**src/rtl/led_seq_ctrl.sv**
```systemverilog
`default_nettype none
// +--------------------------------------------------------------------------+
// | Module      : led_seq_ctrl                                               |
// | Description : Pattern sequencer and shared-counter PWM for an 8-LED bank.|
// |               Produces a 4-bit duty per LED from one of four patterns    |
// |               (STATIC, CHASE with decaying trail, BREATHE, OFF). The     |
// |               pattern advances one step per prescaled tick. A single     |
// |               free-running 4-bit counter drives all eight PWM outputs.   |
// | Parameters  : TICK_DIV - clocks per pattern step (>= 2)                  |
// |               DECAY    - duty subtracted from trail LEDs per chase step  |
// | Ports       : clk   - system clock (rising edge)                         |
// |               reset - asynchronous active-high reset                     |
// |               en    - 1 = pattern runs, 0 = pattern frozen               |
// |               mode  - 00 STATIC, 01 CHASE, 10 BREATHE, 11 OFF            |
// |               sw    - peak brightness                                    |
// |               duty  - linear duty per LED, LED i = duty[4i+3:4i]         |
// |               step  - one-cycle pulse on each applied pattern step       |
// |               led   - registered PWM outputs                             |
// | Options     : LED_SEQ_GAMMA_EN - PWM compare through a gamma LUT         |
// | Revision    : 1.0 - initial release                                      |
// +--------------------------------------------------------------------------+
module led_seq_ctrl #(
    parameter int TICK_DIV = 2_500_000,
    parameter int DECAY    = 4
) (
    input  logic        clk,
    input  logic        reset,
    input  logic        en,
    input  logic [1:0]  mode,
    input  logic [3:0]  sw,
    output logic [31:0] duty,
    output logic        step,
    output logic [7:0]  led
);

    localparam int                   c_PRESC_W   = $clog2(TICK_DIV);
    localparam logic [c_PRESC_W-1:0] c_PRESC_MAX = c_PRESC_W'(TICK_DIV - 1);
    localparam logic [4:0]           c_DECAY     = 5'(DECAY);

    localparam logic [1:0] c_ST_STATIC  = 2'b00;
    localparam logic [1:0] c_ST_CHASE   = 2'b01;
    localparam logic [1:0] c_ST_BREATHE = 2'b10;
    localparam logic [1:0] c_ST_OFF     = 2'b11;

    logic [c_PRESC_W-1:0] r_presc;
    logic [1:0]           r_state;
    logic [31:0]          r_duty;
    logic [2:0]           r_pos;
    logic                 r_dir;      // 0 = up, 1 = down (shared by CHASE and BREATHE)
    logic [3:0]           r_lvl;
    logic                 r_step;
    logic [3:0]           r_pwm_cnt;
    logic [7:0]           r_led;

    logic                 w_tick;
    logic                 w_entry;
    logic [1:0]           w_state_nxt;
    logic [31:0]          w_duty_nxt;
    logic [2:0]           w_pos_nxt;
    logic                 w_dir_nxt;
    logic [3:0]           w_lvl_nxt;
    logic [4:0]           w_lvl5;
    logic [4:0]           w_sw5;
    logic [31:0]          w_cmp;
    logic [7:0]           w_led_nxt;

    assign w_tick  = en && (r_presc == c_PRESC_MAX);
    assign w_entry = (mode != r_state);
    assign w_lvl5  = {1'b0, r_lvl};
    assign w_sw5   = {1'b0, sw};

    // Next pattern state; only committed on a tick. On a tick the state
    // always becomes mode, so the action is selected by mode directly.
    always_comb begin
        w_state_nxt = mode;
        w_duty_nxt  = r_duty;
        w_pos_nxt   = r_pos;
        w_dir_nxt   = r_dir;
        w_lvl_nxt   = r_lvl;
        case (mode)
            c_ST_STATIC: begin
                w_duty_nxt = {8{sw}};
            end
            c_ST_CHASE: begin
                if (w_entry) begin
                    w_pos_nxt  = 3'd0;
                    w_dir_nxt  = 1'b0;
                    w_duty_nxt = {28'h0, sw};
                end else begin
                    if (!r_dir) begin
                        if (r_pos == 3'd7) begin
                            w_pos_nxt = 3'd6;
                            w_dir_nxt = 1'b1;
                        end else begin
                            w_pos_nxt = r_pos + 3'd1;
                        end
                    end else begin
                        if (r_pos == 3'd0) begin
                            w_pos_nxt = 3'd1;
                            w_dir_nxt = 1'b0;
                        end else begin
                            w_pos_nxt = r_pos - 3'd1;
                        end
                    end
                    // Head gets full brightness; trail decays and saturates at 0.
                    for (int i = 0; i < 8; i++) begin
                        if (w_pos_nxt == 3'(i)) begin
                            w_duty_nxt[4*i +: 4] = sw;
                        end else if ({1'b0, r_duty[4*i +: 4]} > c_DECAY) begin
                            w_duty_nxt[4*i +: 4] = r_duty[4*i +: 4] - c_DECAY[3:0];
                        end else begin
                            w_duty_nxt[4*i +: 4] = 4'd0;
                        end
                    end
                end
            end
            c_ST_BREATHE: begin
                if (w_entry) begin
                    w_lvl_nxt = 4'd0;
                    w_dir_nxt = 1'b0;
                end else if (!r_dir) begin
                    // 5-bit compare so lvl = 15 cannot wrap.
                    if ((w_lvl5 + 5'd1) >= w_sw5) begin
                        w_lvl_nxt = sw;
                        w_dir_nxt = 1'b1;
                    end else begin
                        w_lvl_nxt = r_lvl + 4'd1;
                    end
                end else begin
                    if (r_lvl > sw) begin
                        w_lvl_nxt = sw;
                    end else if (r_lvl <= 4'd1) begin
                        w_lvl_nxt = 4'd0;
                        w_dir_nxt = 1'b0;
                    end else begin
                        w_lvl_nxt = r_lvl - 4'd1;
                    end
                end
                w_duty_nxt = {8{w_lvl_nxt}};
            end
            default: begin
                w_duty_nxt = 32'h0;
            end
        endcase
    end

`ifdef LED_SEQ_GAMMA_EN
    function automatic logic [3:0] f_gamma(input logic [3:0] d);
        logic [3:0] g;
        case (d)
            4'd0, 4'd1, 4'd2:  g = 4'd0;
            4'd3, 4'd4, 4'd5:  g = 4'd1;
            4'd6, 4'd7:        g = 4'd2;
            4'd8:              g = 4'd3;
            4'd9:              g = 4'd4;
            4'd10:             g = 4'd5;
            4'd11:             g = 4'd6;
            4'd12:             g = 4'd8;
            4'd13:             g = 4'd10;
            4'd14:             g = 4'd12;
            default:           g = 4'd15;
        endcase
        return g;
    endfunction

    always_comb begin
        w_cmp = 32'h0;
        for (int i = 0; i < 8; i++) begin
            w_cmp[4*i +: 4] = f_gamma(r_duty[4*i +: 4]);
        end
    end
`else
    assign w_cmp = r_duty;
`endif

    // Strict greater-than: duty 0 never lights, duty 15 lights 15 of 16.
    generate
        for (genvar g = 0; g < 8; g++) begin : g_led
            assign w_led_nxt[g] = (w_cmp[4*g +: 4] > r_pwm_cnt);
        end
    endgenerate

    always_ff @(posedge clk or posedge reset) begin
        if (reset) begin
            r_presc   <= '0;
            r_state   <= c_ST_OFF;
            r_duty    <= 32'h0;
            r_pos     <= 3'd0;
            r_dir     <= 1'b0;
            r_lvl     <= 4'd0;
            r_step    <= 1'b0;
            r_pwm_cnt <= 4'd0;
            r_led     <= 8'h0;
        end else begin
            if (!en || (r_presc == c_PRESC_MAX)) begin
                r_presc <= '0;
            end else begin
                r_presc <= r_presc + 1'b1;
            end
            r_step    <= w_tick;
            r_pwm_cnt <= r_pwm_cnt + 4'd1;
            r_led     <= w_led_nxt;
            if (w_tick) begin
                r_state <= w_state_nxt;
                r_duty  <= w_duty_nxt;
                r_pos   <= w_pos_nxt;
                r_dir   <= w_dir_nxt;
                r_lvl   <= w_lvl_nxt;
            end
        end
    end

    assign duty = r_duty;
    assign step = r_step;
    assign led  = r_led;

endmodule
`default_nettype wire
```
**config.mk**
```make
export PLATFORM = sky130hd
export DESIGN_NAME = led_seq_ctrl
export DESIGN_NICKNAME = d
export VERILOG_FILES = /design/src/rtl/led_seq_ctrl.sv
export SDC_FILE = /design/constraint.sdc
export NUM_CORES = 1
export LEC_CHECK = 0
export BUFFER_PORTS_ARGS = -buffer_cell sky130_fd_sc_hd__clkbuf_2
export CORE_MARGIN = 5
export CORE_UTILIZATION = 40
export CTS_CLUSTER_DIAMETER = 60
export DETAILED_ROUTE_END_ITERATION = 12
export GPL_TIMING_DRIVEN = 0
export PLACE_DENSITY = 0.6
export SYNTH_ARGS = -nofsm -noshare
export SYNTH_HDL_FRONTEND = slang
export SYNTH_SLANG_ARGS = --single-unit
```
**constraint.sdc**
```tcl
create_clock -name clk -period 5 [get_ports clk]
set_input_delay 0.5 -clock clk [delete_from_list [all_inputs] [get_ports clk]]
set_output_delay 0.5 -clock clk [all_outputs]
set_load 0.02 [all_outputs]
```
==> results of run 1 <==
[logic make-up (layout without fill, tap and decap cells)]
logic type,after synthesis,after routing,synth area share
simple gates,213,213,0.201
compound gates,197,197,0.228
mux,15,15,0.0286
xor+xnor,21,21,0.0334
fa+ha+maj,52,52,0.118
buf+inv,53,119,0.0409
flops,77,77,0.350
[layer usage]
metal,share of wire,vias up
met2,0.46,169
met4,0.031,0
li1,-,2420
met1,0.45,2441
met5,0,-
met3,0.058,40
[area by class of cell]
| class | instances | area [um^2] | share of cell area |
|---|---|---|---|
| tap | 176 | 220 | 0.0351 |
| multi-input combinational | 498 | 3360 | 0.535 |
| buffer | 23 | 113 | 0.0179 |
| inverter | 30 | 115 | 0.0183 |
| clock buffer | 11 | 233 | 0.0371 |
| clock inverter | 5 | 37.5 | 0.00598 |
| sequential | 77 | 1930 | 0.307 |
| timing repair buffer | 50 | 273 | 0.0435 |
[sequential cells by signal, indices dropped and copies added, names as in the netlist]
name       count
step           1
r_dir          1
r_pos          3
led            8
r_lvl          4
r_pwm_cnt      4
r_presc       22
duty          32
r_state        2
[worst paths after layout]
check	from	end	slack (ns)	cells after the start
worst min-delay path	reset	r_presc[7]	0.14	2
worst max register to register	r_lvl[0]	duty[15]	1.57	9
worst max-delay path	r_lvl[0]	duty[15]	1.57	9
worst min register to register	r_pwm_cnt[3]	r_pwm_cnt[3]	0.48	1
min in group clk	r_pwm_cnt[3]	r_pwm_cnt[3]	0.48	1
max in group asynchronous	reset	led[0]	4.28	3
[power by group]
part	internal, mW	total, mW	leakage (nW)	switching [mW]
logic	0.0228	0.0779	1.61	0.0551
clock network	0.338	0.610	0.126	0.272
registers	0.625	0.627	1.04	0.00198
total	0.986	1.32	2.78	0.329
[metrics by stage]
stage | hold slack (ns) | area (um^2)
6_report | 0.138 | 6280
5_1_grt | 0.169 | 6280
3_5_place_dp | 0.467 | 6010
2_1_floorplan | 0.446 | 5510
4_1_cts | 0.147 | 6280
3_3_place_gp | 0.461 | 5980
[placed cells by master (no fill, tap or decap), types with 8 or more instances in the layout]
cell	instances
a21oi_1	37
nor2b_1	12
o31ai_1	9
clkbuf_1	17
o21a_1	10
or3_1	10
clkbuf_2	49
ha_1	52
dfrtp_1	75
nand3_1	16
nor2_1	41
a211oi_1	13
mux2i_1	11
nand2_1	65
o21ai_0	70
nand2b_1	16
nor3_1	14
xnor2_1	8
xor2_1	13
inv_1	28
clkbuf_16	9
a41oi_1	11
==> flow_summary.json, run 1 <==
{
  "end_kind": "flop",
  "area_delta_synth_final_pct": 13.9,
  "grt.busiest_layer": "met2",
  "yosysUniqueCellTypes": 67,
  "core_um2": 13400,
  "synth_ff_type": "dfrtp_1",
  "outcome": "finished clean",
  "path_cells": "inv_1, ha_1, ha_1, a21bo_2, a21oi_1, or2_2, a211oi_1, o31ai_2, a31oi_1",
  "yosys_warnings": 0,
  "crit_fanout": 8,
  "post_cts_buffers": 0,
  "hpwlAfterDp_mm": 11.4,
  "vias_per_cell": 5.83,
  "die_h_um": 127,
  "maxSlewHeadroom": 0.380,
  "synthArstFlopShare": 1.00,
  "power.density_nw_per_um2": 209,
  "ios": 50,
  "min_period_ns": 3.43,
  "cts.sinks": 77,
  "synthTopCellsByCount": "dfrtp_1, o21ai_0, nand2_1",
  "cap_violations": 0,
  "nNetsFinal": 750,
  "syn-num-nets": 689,
  "hold_path.class": "in -> async",
  "cts_resized": 0,
  "holdBufCountCts": 0,
  "use_met2": 0.307,
  "cpMostUsedCell": "ha_1",
  "grt_overflow_total": 0,
  "timing.setup.tns_ns": 0,
  "num_vias": 5070,
  "grt_pass1_wl_mm": 25.8,
  "clk_pin_slew_worst_paths_ns": 0.06,
  "cts_tree": "built",
  "cp_top_family": "compound AO/OA/AOI/OAI gates",
  "gp_congestion": 0.922,
  "grtUsageMet3": 0.0405,
  "synth_edf_count": 0,
  "yosysMostFrequentCell": "dfrtp_1",
  "port_buffers": 49,
  "synth.avg_cell_area_um2": 8.78,
  "finalNonFillerCells": 870,
  "clk-insertion-delay-late_ns": 0.35,
  "rsz0062_at_grt": "no",
  "drt_iter0_markers": 484,
  "fin_crit_sh": 0.686,
  "maxSlewViolCount": 0,
  "grt_start_max_net_pins": 49,
  "leakagePower_nw": 2.78,
  "fillCellCount": 1302,
  "die_w_um": 127,
  "path_class": "reg -> reg",
  "worstPathRequired_ns": 5.18,
  "pre_cts_ws_ns": 1.29,
  "seq_area_frac_synth": 0.350,
  "path_buf_inv": 1,
  "yosysTopAreaCell": "dfrtp_1",
  "crit_arrival_ns": 3.62,
  "die_area_um2": 16200,
  "synthesis.area_um2": 5510,
  "finalHoldViolCount": 0,
  "num_rows": 42,
  "tightest_slew_ns": 0.904,
  "wirelength_mm": 15.6,
  "max_stage_delay_ns": 0.77,
  "max_freq_mhz": 291,
  "drc_errors": 0,
  "synthCells": 628,
  "cpMaxStageDelayCell": "o31ai_2",
  "cts_max_path_buffers": 2,
  "wl_per_cell_um": 18.0,
  "synth_area_leaders": "dfrtp_1, ha_1, o21ai_0, nand2_1, a21oi_1",
  "track_usage": 0.197,
  "start_kind": "flop",
  "h-tree-depth": 3,
  "grt_util_met1": 0.263,
  "ir_drop_v": 0.000153,
  "drive_above_1_share": 0.143,
  "cts_root_buffer": "clkbuf_16",
  "dr.pass1.iters": 5,
  "power.total_mw": 1.32,
  "setup_violations": 0,
  "grt_pass1_vias": 4997,
  "synthDominantCellAreaShare": 0.341,
  "final_util": 0.468,
  "worst_clock_skew_ns": 0.00678,
  "cts_buffers": 9,
  "final_antenna_net_count": 0,
  "start_util": 0.411,
  "n_antenna_cell": 0,
  "synth-seq-cells": 77,
  "setup_ws_ns": 1.57,
  "antenna_found_initial": 0,
  "dp.cells": 854
}
Power figures use the tool's default switching activity.
==> inputs of run 2 (changes only) <==
ABC_AREA = 1   (was default)
PLACE_DENSITY = 0.63   (was 0.6)
clock period = 3 ns   (was 5 ns; I/O delays follow)
==> run 2 against run 1 <==
- area after synthesis grew 0.54%
- routed wire length shrank 6.5%
- clock-buffer cell count grew 2
- cell count grew 17%
- sequential power grew 67%
- synthesized cell count grew 23%
- clock power grew 58%
- flip-flop and latch count is the same
- combinational power grew 82%
- critical endpoint is now duty[1]
- largest power group unchanged
- highest routed layer unchanged
==> flow_summary.json, run 2 <==
{
  "synthesis.area_um2": 5540,
  "cts.sinks": 77,
  "dp.cells": 1001,
  "cts_max_path_buffers": 2,
  "end_kind": "flop",
  "yosysMostFrequentCell": "nand2_1",
  "maxSlewHeadroom": 0.493,
  "syn-num-nets": 832,
  "yosysTopAreaCell": "dfrtp_1",
  "worst_clock_skew_ns": 0.00712,
  "synthCells": 771,
  "synth_simple_gate_area_share": 0.340,
  "synthDominantCellAreaShare": 0.339,
  "gp_congestion": 0.854,
  "cpMostUsedCell": "nand2_1",
  "num_vias": 5125,
  "antenna_found_initial": 0,
  "final_common_cell": "nand2_1",
  "clk-insertion-delay-late_ns": 0.34,
  "worstPathRequired_ns": 3.27,
  "final_antenna_net_count": 0,
  "synthArstFlopShare": 1.00,
  "vias_per_cell": 5.03,
  "setup_violations": 0,
  "die_h_um": 128,
  "largest_reg_flops": 32,
  "h-tree-depth": 3,
  "power.density_nw_per_um2": 341,
  "drt_iter0_markers": 289,
  "synth_top_family_by_area": "simple AND/OR/NAND/NOR gates",
  "synth.area.mux_share": 0,
  "crit_arrival_ns": 3.03,
  "hold_path.class": "in -> reg",
  "leakagePower_nw": 3.45,
  "finalHoldViolCount": 0,
  "ios": 50,
  "final_cell_mix": "nand2_1, inv_1, nand3_1, dfrtp_1, ha_1",
  "power.total_mw": 2.15,
  "tightest_slew_ns": 0.755,
  "path_class": "reg -> reg",
  "path_buf_inv": 1,
  "cts_tree": "built",
  "start_kind": "flop",
  "synth.avg_cell_area_um2": 7.19,
  "max_freq_mhz": 363,
  "start_util": 0.404,
  "synth-seq-cells": 77,
  "die_area_um2": 16300,
  "area_delta_synth_final_pct": 13.9,
  "yosysUniqueCellTypes": 40,
  "drive_above_1_share": 0.125,
  "synth_area_leaders": "dfrtp_1, nand2_1, ha_1, nand3_1, inv_1",
  "die_w_um": 128,
  "cpMaxStageDelayCell": "dfrtp_1",
  "synth_compound_area_frac": 0.104,
  "cts_buffers": 9,
  "grt_overflow_total": 0,
  "seq_area_frac_synth": 0.348,
  "clk_pin_slew_worst_paths_ns": 0.05,
  "synth_edf_count": 0,
  "hpwlAfterDp_mm": 10.8,
  "cts_root_buffer": "clkbuf_16",
  "num_rows": 43,
  "fin_crit_sh": 0.918,
  "synth_ff_type": "dfrtp_1",
  "maxSlewViolCount": 0,
  "grt_pass1_wl_mm": 24.7,
  "port_buffers": 49,
  "dr.pass1.iters": 5,
  "max_stage_delay_ns": 0.50,
  "post_cts_buffers": 0,
  "finalNonFillerCells": 1018,
  "yosys_warnings": 0,
  "yosys.area_share.xor_xnor": 0.0111,
  "grt_pass1_vias": 4958,
  "rsz0062_at_grt": "no",
  "synth_adder_area_share": 0.117,
  "n_antenna_cell": 0,
  "min_period_ns": 2.75,
  "cap_violations": 0,
  "outcome": "finished clean",
  "path_cells": "inv_1, ha_1, ha_1, nand2_1, nand2_1, nand2_1, nand2_1, nand2_1, nand3_1, nand4_1, nand3_1, nand2_1, nand2_1",
  "synthTopCellsByCount": "nand2_1, inv_1, nand3_1",
  "cp_top_family": "simple AND/OR/NAND/NOR gates",
  "wl_per_cell_um": 14.4,
  "nNetsFinal": 894,
  "core_um2": 13700,
  "drc_errors": 0,
  "crit_fanout": 8,
  "track_usage": 0.189,
  "ir_drop_v": 0.000253,
  "wirelength_mm": 14.6,
  "grt_start_max_net_pins": 63
}
==> run 2: changes by cell type after synthesis, sizes merged, moves of 11 or more <==
cell and change:
o21ai -21, nor2 +17, a41oi -11, clkbuf -14, inv +72, nand2b -16, nand2 +181, mux2i -12
nand3 +75, nor2b -12, a211oi -12
==> run 2: area by class of cell <==
class                      instances  area (um^2)
sequential                        77         1930
tap                              180          225
clock inverter                     3         15.0
fill                            1411         7410
buffer                             8         47.5
multi-input combinational        583         3180
clock buffer                      13          240
inverter                         103          394
timing repair buffer              51          283
==> run 2: final timing paths <==
kind / startpoint / to / slack [ns] / cells after the start
setup / recovery: r_lvl[0] / duty[1] / 0.25 / 13
hold / removal: mode[1] / r_state[1] / 0.28 / 3
setup reg to reg: r_lvl[0] / duty[1] / 0.25 / 13
hold reg to reg: r_presc[0] / r_presc[0] / 0.47 / 1
max in group asynchronous: reset / r_state[1] / 1.96 / 4
min in group asynchronous: reset / r_presc[3] / 0.44 / 3
==> run 2: kinds of logic after synthesis <==
group | after synthesis
adder cells (fa/ha/maj) | 52
AO/OA/AOI/OAI | 104
XOR/XNOR | 7
flip-flops | 77
buffers and inverters | 111
AND/OR/NAND/NOR | 420
==> run 2: routing by layer <==
metal,wire length (um),global-route usage,vias up
met5,0,0,-
met4,304,0.0737,0
met3,872,0.0292,21
met2,6480,0.295,119
met1,6980,0.264,2329
li1,-,-,2656
==> run 2: metrics by stage <==
step           cell area, um^2  hold WS [ns]  setup WS [ns]  TNS (ns)   util
3_3_place_gp              6010         0.453         -0.322    -23.74  0.438
4_1_cts                   6310         0.292          0.220         0  0.460
6_report                  6310         0.283          0.247         0  0.460
2_1_floorplan             5540         0.433          0.737         0      -
3_5_place_dp              6040         0.246          0.234         0  0.440
5_1_grt                   6310         0.318        0.00279         0  0.460
==> run 2: repair_timing <==
item,in CTS,in global routing
endpoints found under the hold margin,15,0
resized for setup,0,1
hold buffers,1,0
endpoints found under the setup margin,0,7
==> run 2: where the power goes <==
| part | switching [mW] | leakage (nW) | internal (mW) |
|---|---|---|---|
| logic | 0.102 | 2.28 | 0.0400 |
| clock network | 0.407 | 0.127 | 0.557 |
| registers | 0.00276 | 1.04 | 1.04 |
==> run 2: worst register-to-register path: cells and delay by family, from the launching register on <==
family                   cells  cell delay (ns)
adder cells (fa/ha/maj)      2             0.67
AND/OR/NAND/NOR             10             1.35
buffers and inverters        1             0.16
flip-flops                   1             0.50
==> inputs of run 3 (changes only) <==
PLACE_DENSITY = default   (was 0.63)
PLACE_DENSITY_LB_ADDON = 0.15   (was default)
==> run 3 against run 2 <==
- design area up 1.1%
- maximum frequency up 0.38%
- sequential power about the same
- total power up 12%
- routed wire length up 6.4%
- worst setup slack better by 0.010 ns
- non-clock buffer count unchanged
- flip-flop and latch count unchanged
- first-iteration DRC count up 48%
- clock skew up 0.0031 ns
- register-to-register slack about the same
==> flow_summary.json, run 3 (synthesized netlist as in run 2, its figures left out) <==
{
  "final-seq-area_um2": 1930,
  "final_cell_mix": "nand2_1, inv_1, nand3_1, dfrtp_1, ha_1",
  "finalNonFillerCells": 1018,
  "clk_pin_slew_worst_paths_ns": 0.06,
  "tightest_slew_ns": 0.817,
  "gp_congestion": 0.837,
  "grt_start_max_net_pins": 45,
  "h-tree-depth": 3,
  "ios": 50,
  "fillCellCount": 1403,
  "rsz0062_at_grt": "no",
  "setup_violations": 0,
  "crit_arrival_ns": 3.03,
  "worstHoldEndpoint": "r_state[1]",
  "port_buffers": 49,
  "r2r_setup_slack_ns": 0.26,
  "dr.pass1.iters": 7,
  "cts_max_path_buffers": 2,
  "dp.cells": 1001,
  "start_util": 0.404,
  "die_w_um": 128,
  "worstPathRequired_ns": 3.29,
  "power.density_nw_per_um2": 378,
  "final_common_cell": "nand2_1",
  "core_um2": 13700,
  "drive_above_1_share": 0.128,
  "final_util": 0.465,
  "multiInputGateArea_um2": 3180,
  "area_delta_synth_final_pct": 15.2,
  "clk-insertion-delay-late_ns": 0.35,
  "final_antenna_net_count": 0,
  "drt_iter0_markers": 428,
  "leakagePower_nw": 3.48,
  "num_vias": 5391,
  "track_usage": 0.197,
  "cts_tree": "built",
  "wl_per_cell_um": 15.3,
  "rr_worst_depth": 13,
  "cts_buffers": 9,
  "fin_crit_sh": 0.914,
  "max_freq_mhz": 365,
  "worst_clock_skew_ns": 0.0102,
  "place_area_um2": 6040,
  "maxSlewHeadroom": 0.451,
  "cap_violations": 0,
  "start_kind": "flop",
  "hold_path_startpoint": "mode[1]",
  "ir_drop_v": 0.000268,
  "hold_slack_ns": 0.309,
  "stdcell_area_um2": 6380,
  "n_antenna_cell": 0,
  "cts.sinks": 77,
  "reg2reg_to": "duty[21]",
  "r2r_start": "r_lvl[0]",
  "drc_errors": 0,
  "num_rows": 43,
  "cts_root_buffer": "clkbuf_16",
  "crit_fanout": 8,
  "end_kind": "flop",
  "maxSlewViolCount": 0,
  "antenna_found_initial": 0,
  "die_area_um2": 16300,
  "hold_path.class": "in -> reg",
  "finalHoldViolCount": 0,
  "grt_pass1_wl_mm": 25.7,
  "grt_pass1_vias": 5197,
  "vias_per_cell": 5.30,
  "hpwlAfterDp_mm": 11.3,
  "wirelength_mm": 15.6,
  "power.total_mw": 2.41,
  "outcome": "finished clean",
  "hold_path_depth": 3,
  "die_h_um": 128,
  "path_class": "reg -> reg",
  "grt_overflow_total": 0,
  "post_cts_buffers": 0,
  "min_period_ns": 2.74,
  "largest_reg_flops": 32,
  "nNetsFinal": 894
}
run 3: cell count changes in the layout (fill, tap and decap cells not counted), sizes merged:
cell / change
clkinvlp: +1
clkinv: -3
bufinv: +2
run 3: how the worst max path moves through the flow:
stage                to  cells past startpoint      from  slack [ns]
3_3_place_gp    duty[0]                      2     reset       -0.39
4_1_cts         duty[4]                     14  r_lvl[0]        0.24
2_1_floorplan   duty[0]                      1     reset        0.74
3_5_place_dp   duty[21]                     13     sw[2]        0.20
6_report       duty[21]                     13  r_lvl[0]        0.26
5_1_grt        duty[25]                     13  r_lvl[0]        0.03
run 3: where the power goes:
group          leakage [nW]  switching, mW  total [mW]  internal, mW
Combinational          2.28          0.105       0.145        0.0401
Clock                 0.156          0.449        1.22         0.775
Sequential             1.04        0.00254        1.04          1.04
Total                  3.48          0.557        2.41          1.86
run 3: worst max-delay path, cell delays in order, from the launching register on:
cell and delay (ns):
dfrtp_1 0.48, inv_1 0.15, ha_1 0.37, ha_1 0.30
nand2_1 0.05, nand2_1 0.06, nand2_1 0.11, nand2_1 0.18
nand2_1 0.07, nand3_1 0.09, nand4_1 0.46, nand3_1 0.23
nand2_1 0.09, nand2_1 0.06
run 3: repair_timing:
item                                    in CTS  in global routing
endpoints found under the setup margin       0                  3
hold buffers                                 1                  0
hold endpoints to repair                    30                  0
gates resized for setup                      0                  1
run 3: final cells by class:
cell class	count	area share
repair buffers	51	0.0443
clock inverters	3	0.0106
multi-input cells	583	0.498
flip-flops and latches	77	0.302
clock buffers	13	0.0408
plain buffers	8	0.00745
well taps	180	0.0353
inverters	103	0.0617
run 3: metrics by stage:
stage | setup TNS (ns) | setup slack, ns
floorplan | 0 | 0.737
global placement | -28.66 | -0.386
detailed placement | 0 | 0.199
CTS | 0 | 0.240
global route | 0 | 0.0301
finish | 0 | 0.257
run 3: metal layers:
layer	wire [um]	global-route usage	part of all wire
met1	7080	0.263	0.45
met2	7270	0.319	0.47
met3	867	0.0321	0.056
met4	354	0.0818	0.023
met5	0	0	0
